`src/rtl/tt_pkg.sv`:
```
// rtl/tt_pkg.sv - shared types and spine field offsets for the spine controller
package tt_pkg;

    localparam int SEL_W = 10;

    typedef enum logic [1:0] {
        ST_OFF    = 2'd0,
        ST_SETTLE = 2'd1,
        ST_ON     = 2'd2
    } ena_state_t;

    // Fixed low-order field positions; the user fields sit above these.
    localparam int IW_GL     = 0;
    localparam int IW_ENA    = 1;
    localparam int IW_SEL_LO = 2;
    localparam int IW_USR_LO = IW_SEL_LO + SEL_W;
    localparam int OW_USR_LO = 1;

endpackage

```
`src/rtl/tt_sync_edge.sv`:
```
// rtl/tt_sync_edge.sv - multi-flop synchroniser with reset value and rising-edge pulse
module tt_sync_edge #(
    parameter int   STAGES  = 2,
    parameter logic RST_VAL = 1'b0
) (
    input  logic clk,
    input  logic rst,
    input  logic d,
    output logic q,
    output logic rise
);

    logic [STAGES-1:0] chain;
    logic              q_d;

    always_ff @(posedge clk or posedge rst) begin
        if (rst) begin
            chain <= {STAGES{RST_VAL}};
            q_d   <= RST_VAL;
        end else begin
            chain <= {chain[STAGES-2:0], d};
            q_d   <= chain[STAGES-1];
        end
    end

    assign q    = chain[STAGES-1];
    assign rise = q & ~q_d;

endmodule

```
`src/rtl/tt_spine_ctrl.sv`:
```
// rtl/tt_spine_ctrl.sv - spine select/enable sequencer and pad mux (option: TT_SPINE_CTRL_OUTREG_EN)
module tt_spine_ctrl
    import tt_pkg::*;
#(
    parameter int N_IO        = 8,
    parameter int N_O         = 8,
    parameter int N_I         = 10,
    parameter int SYNC_STAGES = 2,
    parameter int GUARD       = 4,
    parameter int S_OW        = N_O + 2 * N_IO + 2,
    parameter int S_IW        = N_I + N_IO + 13
) (
    input  logic              clk,
    input  logic              rst,
    input  logic              pad_sel_rst_n,
    input  logic              pad_sel_inc,
    input  logic              pad_ena,
    input  logic [N_I-1:0]    pad_ui_in,
    input  logic [N_IO-1:0]   pad_uio_in,
    output logic [N_O-1:0]    pad_uo_out,
    output logic [N_IO-1:0]   pad_uio_out,
    output logic [N_IO-1:0]   pad_uio_oe,
    output logic [S_IW-1:0]   spine_iw,
    input  logic [S_OW-1:0]   spine_ow,
    output logic [SEL_W-1:0]  cur_sel
);

    localparam int UIO_OE_LO  = OW_USR_LO;
    localparam int UIO_OUT_LO = OW_USR_LO + N_IO;
    localparam int UO_LO      = OW_USR_LO + 2 * N_IO;

    logic sel_rst_n_s, inc_s, ena_s, inc_rise;
    logic unused_rst_rise, unused_ena_rise, unused_inc_s, unused_ow_guard;

    tt_sync_edge #(.STAGES(SYNC_STAGES), .RST_VAL(1'b0)) u_sync_rst (
        .clk(clk), .rst(rst), .d(pad_sel_rst_n), .q(sel_rst_n_s), .rise(unused_rst_rise)
    );
    tt_sync_edge #(.STAGES(SYNC_STAGES), .RST_VAL(1'b0)) u_sync_inc (
        .clk(clk), .rst(rst), .d(pad_sel_inc), .q(inc_s), .rise(inc_rise)
    );
    tt_sync_edge #(.STAGES(SYNC_STAGES), .RST_VAL(1'b0)) u_sync_ena (
        .clk(clk), .rst(rst), .d(pad_ena), .q(ena_s), .rise(unused_ena_rise)
    );

    assign unused_inc_s    = inc_s;
    assign unused_ow_guard = ^{spine_ow[S_OW-1], spine_ow[0]};

    logic [SEL_W-1:0] sel;

    always_ff @(posedge clk or posedge rst) begin
        if (rst)
            sel <= '0;
        else if (!sel_rst_n_s)
            sel <= '0;
        else if (inc_rise)
            sel <= sel + 10'd1;
    end

    assign cur_sel = sel;

    ena_state_t state, state_nxt;
    logic [3:0] cnt, cnt_nxt;
    logic       on;

    always_ff @(posedge clk or posedge rst) begin
        if (rst) begin
            state <= ST_OFF;
            cnt   <= '0;
        end else begin
            state <= state_nxt;
            cnt   <= cnt_nxt;
        end
    end

    // Losing enable or select-reset wins over everything; any increment restarts the guard.
    always_comb begin
        state_nxt = state;
        cnt_nxt   = cnt;
        if (!ena_s || !sel_rst_n_s) begin
            state_nxt = ST_OFF;
        end else begin
            unique case (state)
                ST_OFF: begin
                    state_nxt = ST_SETTLE;
                    cnt_nxt   = 4'(GUARD);
                end
                ST_SETTLE: begin
                    if (inc_rise)
                        cnt_nxt = 4'(GUARD);
                    else if (cnt == 4'd1)
                        state_nxt = ST_ON;
                    else
                        cnt_nxt = cnt - 4'd1;
                end
                ST_ON: begin
                    if (inc_rise) begin
                        state_nxt = ST_SETTLE;
                        cnt_nxt   = 4'(GUARD);
                    end
                end
                default: state_nxt = ST_OFF;
            endcase
        end
    end

    always_comb begin
        on = (state == ST_ON);
    end

    always_comb begin
        spine_iw                          = '0;
        spine_iw[IW_ENA]                  = on;
        spine_iw[IW_SEL_LO +: SEL_W]      = sel;
        spine_iw[IW_USR_LO +: N_I + N_IO] = on ? {pad_ui_in, pad_uio_in} : '0;
    end

`ifdef TT_SPINE_CTRL_OUTREG_EN
    always_ff @(posedge clk or posedge rst) begin
        if (rst) begin
            pad_uo_out  <= '0;
            pad_uio_out <= '0;
            pad_uio_oe  <= '0;
        end else begin
            pad_uo_out  <= on ? spine_ow[UO_LO +: N_O]       : '0;
            pad_uio_out <= on ? spine_ow[UIO_OUT_LO +: N_IO] : '0;
            pad_uio_oe  <= on ? spine_ow[UIO_OE_LO +: N_IO]  : '0;
        end
    end
`else
    assign pad_uo_out  = on ? spine_ow[UO_LO +: N_O]       : '0;
    assign pad_uio_out = on ? spine_ow[UIO_OUT_LO +: N_IO] : '0;
    assign pad_uio_oe  = on ? spine_ow[UIO_OE_LO +: N_IO]  : '0;
`endif

endmodule

```
`config.mk`:
```
export PLATFORM = sky130hd
export DESIGN_NAME = tt_spine_ctrl
export DESIGN_NICKNAME = d
export VERILOG_FILES = /design/src/rtl/tt_pkg.sv /design/src/rtl/tt_sync_edge.sv /design/src/rtl/tt_spine_ctrl.sv
export SDC_FILE = /design/constraint.sdc
export NUM_CORES = 1
export LEC_CHECK = 0
export ABC_AREA = 1
export CORE_MARGIN = 1.5
export CORE_UTILIZATION = 37
export CTS_CLUSTER_DIAMETER = 200
export DETAILED_ROUTE_END_ITERATION = 6
export PLACE_DENSITY = 0.88
export SLEW_MARGIN = 25
export SYNTH_ARGS = -nofsm -noshare
export SYNTH_HDL_FRONTEND = slang
export SYNTH_SLANG_ARGS = --single-unit
export TNS_END_PERCENT = 30
```
`constraint.sdc`:
```
create_clock -name clk -period 2.5 [get_ports clk]
set_clock_uncertainty 0.1 [all_clocks]
set_input_delay 0.5 -clock clk [delete_from_list [all_inputs] [get_ports clk]]
set_output_delay 0.5 -clock clk [all_outputs]
set_load 0.005 [all_outputs]
```
==> results.yml, run 1 <==
outcome:
  status: "completed"
yosys:
  yosysWarnings: 0
  synth_fa_ha_area_share_pct: 2.398
  synth_mux_area_share_pct: 0
  yosys_register_bits: 23
  synth_top_cell_by_area: "dfrtp_1"
  syn_inst: 232
  syn-cell-area_sq_um: 1565
  yosysTopAreaCellShare_pct: 36.77
  synth-simple-area-share_pct: 32.05
  synth-xor-area-share_pct: 0
  synth_cell_type_count: 23
  ys_seq_area_share_pct: 36.77
  syn_avg_cell_area_sq_um: 6.747
  synth_compound_area_share_pct: 5.196
  synth.area.top_cells: "dfrtp_1 37%, inv_1 15%, nor2_1 14%"
  synth_top_family_by_area: "simple AND/OR/NAND/NOR gates"
placement:
  place_hpwl_microns: 3736
  gp_congestion: 0.8243
  port_buffers: 109
  dp.cells: 375
worst_setup_path:
  slowest_delay_ns: 0.55
  startpoint_type: "register"
  cp.arrival_ns: 1.71
  cp.required_ns: 1.90
  crit_type: "register to output port"
  r2r_cells: 5
  worstPathMaxFanout: 42
  r2r_setup_slack_ns: 1.06
  r2r-end: "cnt[2]"
  r2r_start: "u_sync_rst.chain[1]"
  worst_setup_path_end_kind: "output port"
  crit_slowest_cell: "clkdlybuf4s50_1"
  crit_chain: "nor2_4 -> inv_4 -> nor2_1 -> clkdlybuf4s50_1"
timing:
  grt_setup_unrepaired: "no"
  tns_ns: 0
  slew_viol_final: 0
  setup_violations: 0
  hold_viol_final: 0
  finalCritPeriodShare_pct: 92.43
  clock.fmax_ghz: 0.4327
  period_needed_ns: 2.311
power_and_ir_drop:
  power.switching_uw: 195.1
  pwr-share-seq_pct: 50.8
  ir_drop_uv: 382.9
  clkPwrFrac_pct: 28.3
  combPwrFrac_pct: 21.0
  p_total_uw: 797.0
  switching_share_pct: 24.48
  leakagePower_uw: 0.001311
  cellPowerDensity_nw_per_um2: 300.2
  internal-power_uw: 601.9
run:
  maxCapViolCount: 0
worst_hold_path:
  worstHoldPathCells: 0
  worstHoldPathType: "register to register"
  min-delay-start: "u_sync_rst.chain[0]"
  whs_endpoint: "u_sync_rst.chain[1]"
layout:
  num_antenna_cells: 0
  fillCellCount: 334
  area_growth_pct: 69.62
  layoutNonFillerInstCount: 379
  drive_above_1_share_pct: 6.687
  final_nets: 382
  mostFrequentLayoutCell: "clkdlybuf4s50_1"
  final_cell_mix: "109 x clkdlybuf4s50_1, 61 x inv_1, 58 x nor2_1"
floorplanning:
  die_y_microns: 68.04
  initial_core_util_pct: 38.85
  die_w_microns: 68.04
  core_area_sq_um: 4029
  die-area_sq_um: 4629
  ios: 114
  row_count: 23
drt:
  avgRoutedWirePerCell_microns: 11.93
  via_per_inst: 4.467
  firstDrtPassIters: 4
  drt_iter0_markers: 9
  drt_wl_total_microns: 4523
  ant_nets: 0
  dr_total_vias: 1693
  drcViolationCount: 0
clocking:
  root_buffer: "clkbuf_8"
  clk_latency_ns: 0.26
  numCtsBuffers: 3
  h-tree-depth: 1
  cts.reportedPaths.clkPinSlew_ns: 0.08
  clock_sinks: 23
  tritoncts: "done"
  cts.path.max_buffers: 2
global_route:
  grtUsageTotal_pct: 18.09
  grt_max_degree: 43
  grt_pass1_vias: 1401
  grt_overflow: 0
  grt_first_pass_wirelength_microns: 6272
  grt_antenna_before_repair: 0
## logic make-up after synthesis
kind of cell	Yosys count
AO/OA/AOI/OAI	16
flip-flops	23
adder cells (fa/ha/maj)	3
buffers and inverters	82
AND/OR/NAND/NOR	107
other	1
## per-layer routing
| metal | vias up | share of wire [%] | GRT usage, % |
|---|---|---|---|
| met4 | 0 | 1.6 | 5.250 |
| li1 | 842 | - | - |
| met2 | 69 | 53 | 36.89 |
| met1 | 776 | 36 | 17.97 |
| met5 | - | 0 | 0 |
| met3 | 6 | 9.3 | 3.618 |
## critical path, delay by kind of cell, from the launching register on
family	cells	cell delay, ns
AND/OR/NAND/NOR	2	0.29
flip-flops	1	0.44
buffers and inverters	2	0.71
## state kept, by name (all words and copies together), names as in the netlist
register / count
cnt: 4
cur_sel: 10
state: 2
u_sync_ena.chain: 2
u_sync_inc.chain: 2
u_sync_inc.q_d: 1
u_sync_rst.chain: 2
## metrics by stage
stage | area [sq um] | utilization (%) | hold slack (ns) | setup slack (ns)
floorplan | 1569 | - | 0.2312 | 1.044
global placement | 2608 | 64.72 | 0.2337 | 0.2661
detailed placement | 2608 | 64.72 | 0.2358 | 0.2541
CTS | 2655 | 65.90 | 0.2623 | 0.1646
global route | 2655 | 65.90 | 0.2683 | 0.1044
finish | 2655 | 65.90 | 0.2637 | 0.1892
## power by group through the flow
stage	logic (uW)	clock network (uW)	registers, uW
floorplan	78.7	0	406
global placement	162	0	410
detailed placement	169	0	412
CTS	169	226	405
global route	190	246	407
finish	167	225	405
## how the worst max path moves through the flow
stage	slack, ns	cells past startpoint	startpoint	endpoint
global placement	0.27	4	pad_ui_in[9]	spine_iw[29]
global route	0.10	5	state[1]	pad_uio_out[3]
CTS	0.16	4	state[0]	spine_iw[29]
floorplan	1.04	4	state[0]	pad_uio_oe[0]
detailed placement	0.25	4	spine_ow[5]	pad_uio_oe[4]
finish	0.19	4	state[0]	spine_iw[29]
## synth_stat cells, drive strengths merged
cell type	instances
nand3	5
conb	1
o21ai	9
nor2	62
a21oi	6
buf	18
nand4	3
inv	64
nor3	3
nand2	33
a31oi	1
dfrtp	23
ha	3
or2	1
## cell type report
cell class                      instances  area [sq um]  area share (%)
Tap cell                               50         62.56           2.356
Sequential cell                        23         575.6           21.68
Clock buffer                            4         45.04           1.697
Timing Repair Buffer                  110          1099           41.38
Multi-Input combinational cell        128         628.1           23.66
Inverter                               64         245.2           9.237
## what timing repair did
item	CTS	global route
gates resized for setup	1	0
setup endpoints to repair	4	0
hold buffers	0	0
setup buffers	0	0
Power figures use the tool's default switching activity.
==> run 2, diff against run 1 <==
--- a/config.mk
+++ b/config.mk
@@ -10,6 +10,7 @@
 export CORE_UTILIZATION = 37
 export CTS_CLUSTER_DIAMETER = 200
 export DETAILED_ROUTE_END_ITERATION = 6
+export GPL_ROUTABILITY_DRIVEN = 1
 export PLACE_DENSITY = 0.88
 export SLEW_MARGIN = 25
 export SYNTH_ARGS = -nofsm -noshare
==> constraint.sdc (replaced) <==
create_clock -name clk -period 2.5 [get_ports clk]
set_clock_uncertainty 0.1 [all_clocks]
set_input_delay 0.375 -clock clk [delete_from_list [all_inputs] [get_ports clk]]
set_output_delay 0.375 -clock clk [all_outputs]
set_load 0.005 [all_outputs]
==> run 2 against run 1 <==
- core utilization increased by 0.47 points
- via count down 0.77%
- largest power group unchanged
- routed wire length down 5.2%
- sequential share of layout area is 0.15 points lower
- register-to-register slack barely moved
- critical path type unchanged
- maximum frequency up 7.0%
==> results.yml, run 2 (synthesized netlist as in run 1, its figures left out) <==
worst_setup_path:
  crit_chain: "nor2_4 -> inv_2 -> buf_12 -> nor2_1 -> clkdlybuf4s50_1"
  cp.arrival_ns: 1.69
  crit_slowest_cell: "clkdlybuf4s50_1"
  critPathBufInv: 3
  slowest_delay_ns: 0.54
  worstPathMaxFanout: 42
  cpLargestDelayFamily: "buffers and inverters"
  startpoint_type: "register"
  cp.required_ns: 2.03
  worst_setup_path_end_kind: "output port"
  crit_type: "register to output port"
timing:
  worst_hold_slack_ns: 0.2529
  finalCritPeriodShare_pct: 86.41
  setup_violations: 0
  grt_setup_unrepaired: "no"
  hold_viol_final: 0
  slew_viol_final: 0
  clock.fmax_ghz: 0.4629
  tns_ns: 0
  period_needed_ns: 2.160
layout:
  multi_input_area_sq_um: 628.1
  largest_register_ff_count: 10
  drive_above_1_share_pct: 7.273
  mostFrequentLayoutCell: "clkdlybuf4s50_1"
  final_nets: 383
  num_antenna_cells: 0
  seqCellArea_sq_um: 575.6
  area_growth_pct: 70.82
  fillCellCount: 322
  layoutNonFillerInstCount: 380
  final_cell_mix: "109 x clkdlybuf4s50_1, 61 x inv_1, 58 x nor2_1"
placement:
  dp.cells: 376
  port_buffers: 109
  place_hpwl_microns: 3498
  gp_congestion: 0.8073
drt:
  via_per_inst: 4.421
  avgRoutedWirePerCell_microns: 11.29
  drt_iter0_markers: 36
  drt_wl_total_microns: 4289
  ant_nets: 0
  drcViolationCount: 0
  dr_total_vias: 1680
  firstDrtPassIters: 4
clocking:
  cts.path.max_buffers: 2
  clk_latency_ns: 0.26
  h-tree-depth: 1
  numCtsBuffers: 3
  clock_sinks: 23
  cts.reportedPaths.clkPinSlew_ns: 0.08
  cts_setup_buffers: 0
  tritoncts: "done"
  cts_hold_buf: 0
  root_buffer: "clkbuf_8"
  cts-resized-gates: 0
run:
  maxCapViolCount: 0
floorplanning:
  die_y_microns: 68.04
  initial_core_util_pct: 38.85
  ios: 114
  die_w_microns: 68.04
  core_area_sq_um: 4029
  die-area_sq_um: 4629
  row_count: 23
global_route:
  grtUsageTotal_pct: 17.46
  grt_pass1_vias: 1342
  grt_max_degree: 43
  grt_first_pass_wirelength_microns: 6030
  grt_overflow: 0
  grt_antenna_before_repair: 0
power_and_ir_drop:
  leakagePower_uw: 0.001323
  ir_drop_uv: 401.2
  switching_share_pct: 24.80
  pwr-share-seq_pct: 50.6
  internal-power_uw: 599.9
  cellPowerDensity_nw_per_um2: 298.3
  clkPwrFrac_pct: 28.5
  combPwrFrac_pct: 20.9
  power.switching_uw: 197.8
worst_hold_path:
  worstHoldPathType: "register to register"
outcome:
  status: "completed"
run 2: cell count changes in the layout (fill, tap and decap cells not counted), sizes merged:
cell and delta:
clkinv +1, buf +1, clkbuf -1
run 2: area by class of cell:
class / instances / area share, %
flip-flops and latches: 23 / 21.53
inverters: 64 / 9.078
multi-input cells: 128 / 23.49
well taps: 50 / 2.340
clock buffers: 3 / 1.544
clock inverters: 1 / 0.1872
repair buffers: 111 / 41.83
run 2: worst register-to-register path, stage by stage, from the launching register on:
cell and delay [ns]:
dfrtp_1 0.56, nand2_1 0.13, a21oi_1 0.23, nand3_4 0.16
nand2_1 0.11, nand2_2 0.05
run 2: path summary, 6_finish.rpt:
path / startpoint / endpoint / slack (ns) / depth (start not counted)
worst min-delay path: u_sync_rst.chain[0] / u_sync_rst.chain[1] / 0.25 / 0
max in group asynchronous: rst / cur_sel[1] / 1.73 / 3
worst max-delay path: state[0] / spine_iw[29] / 0.34 / 5
worst max register to register: u_sync_rst.chain[1] / cnt[3] / 1.07 / 5
min in group asynchronous: rst / u_sync_ena.chain[0] / 0.34 / 3
worst min register to register: u_sync_rst.chain[0] / u_sync_rst.chain[1] / 0.25 / 0
run 2: power groups by stage:
stage | Combinational [uW] | Sequential (uW) | Clock, uW
6_report | 167 | 404 | 227
5_1_grt | 187 | 407 | 247
2_1_floorplan | 78.7 | 406 | 0
3_3_place_gp | 162 | 410 | 0
4_1_cts | 169 | 404 | 231
3_5_place_dp | 168 | 411 | 0
run 2: per-layer routing:
layer | part of all wire (%) | vias up | global-route usage [%]
met2 | 51 | 84 | 32.89
met1 | 35 | 744 | 18.28
li1 | - | 844 | -
met3 | 11 | 8 | 3.783
met5 | 0 | - | 0
met4 | 2.5 | 0 | 8.000
run 2: stage by stage:
step	cell area (sq um)	total power (uW)	worst slack [ns]	util (%)
floorplan	1569	484.9	1.169	-
global placement	2628	572.4	0.5287	65.22
detailed placement	2628	579.0	0.5182	65.22
CTS	2674	804.0	0.3088	66.37
global route	2674	841.1	0.2279	66.37
finish	2674	797.7	0.3399	66.37
==> run 3, diff against run 2 <==
--- a/config.mk
+++ b/config.mk
@@ -12,6 +12,7 @@
 export DETAILED_ROUTE_END_ITERATION = 6
 export GPL_ROUTABILITY_DRIVEN = 1
 export PLACE_DENSITY = 0.88
+export SETUP_SLACK_MARGIN = 0.05
 export SLEW_MARGIN = 25
 export SYNTH_ARGS = -nofsm -noshare
 export SYNTH_HDL_FRONTEND = slang
==> results of run 3 <==
The final DEF is identical to that of run 2; final timing and power are the same.
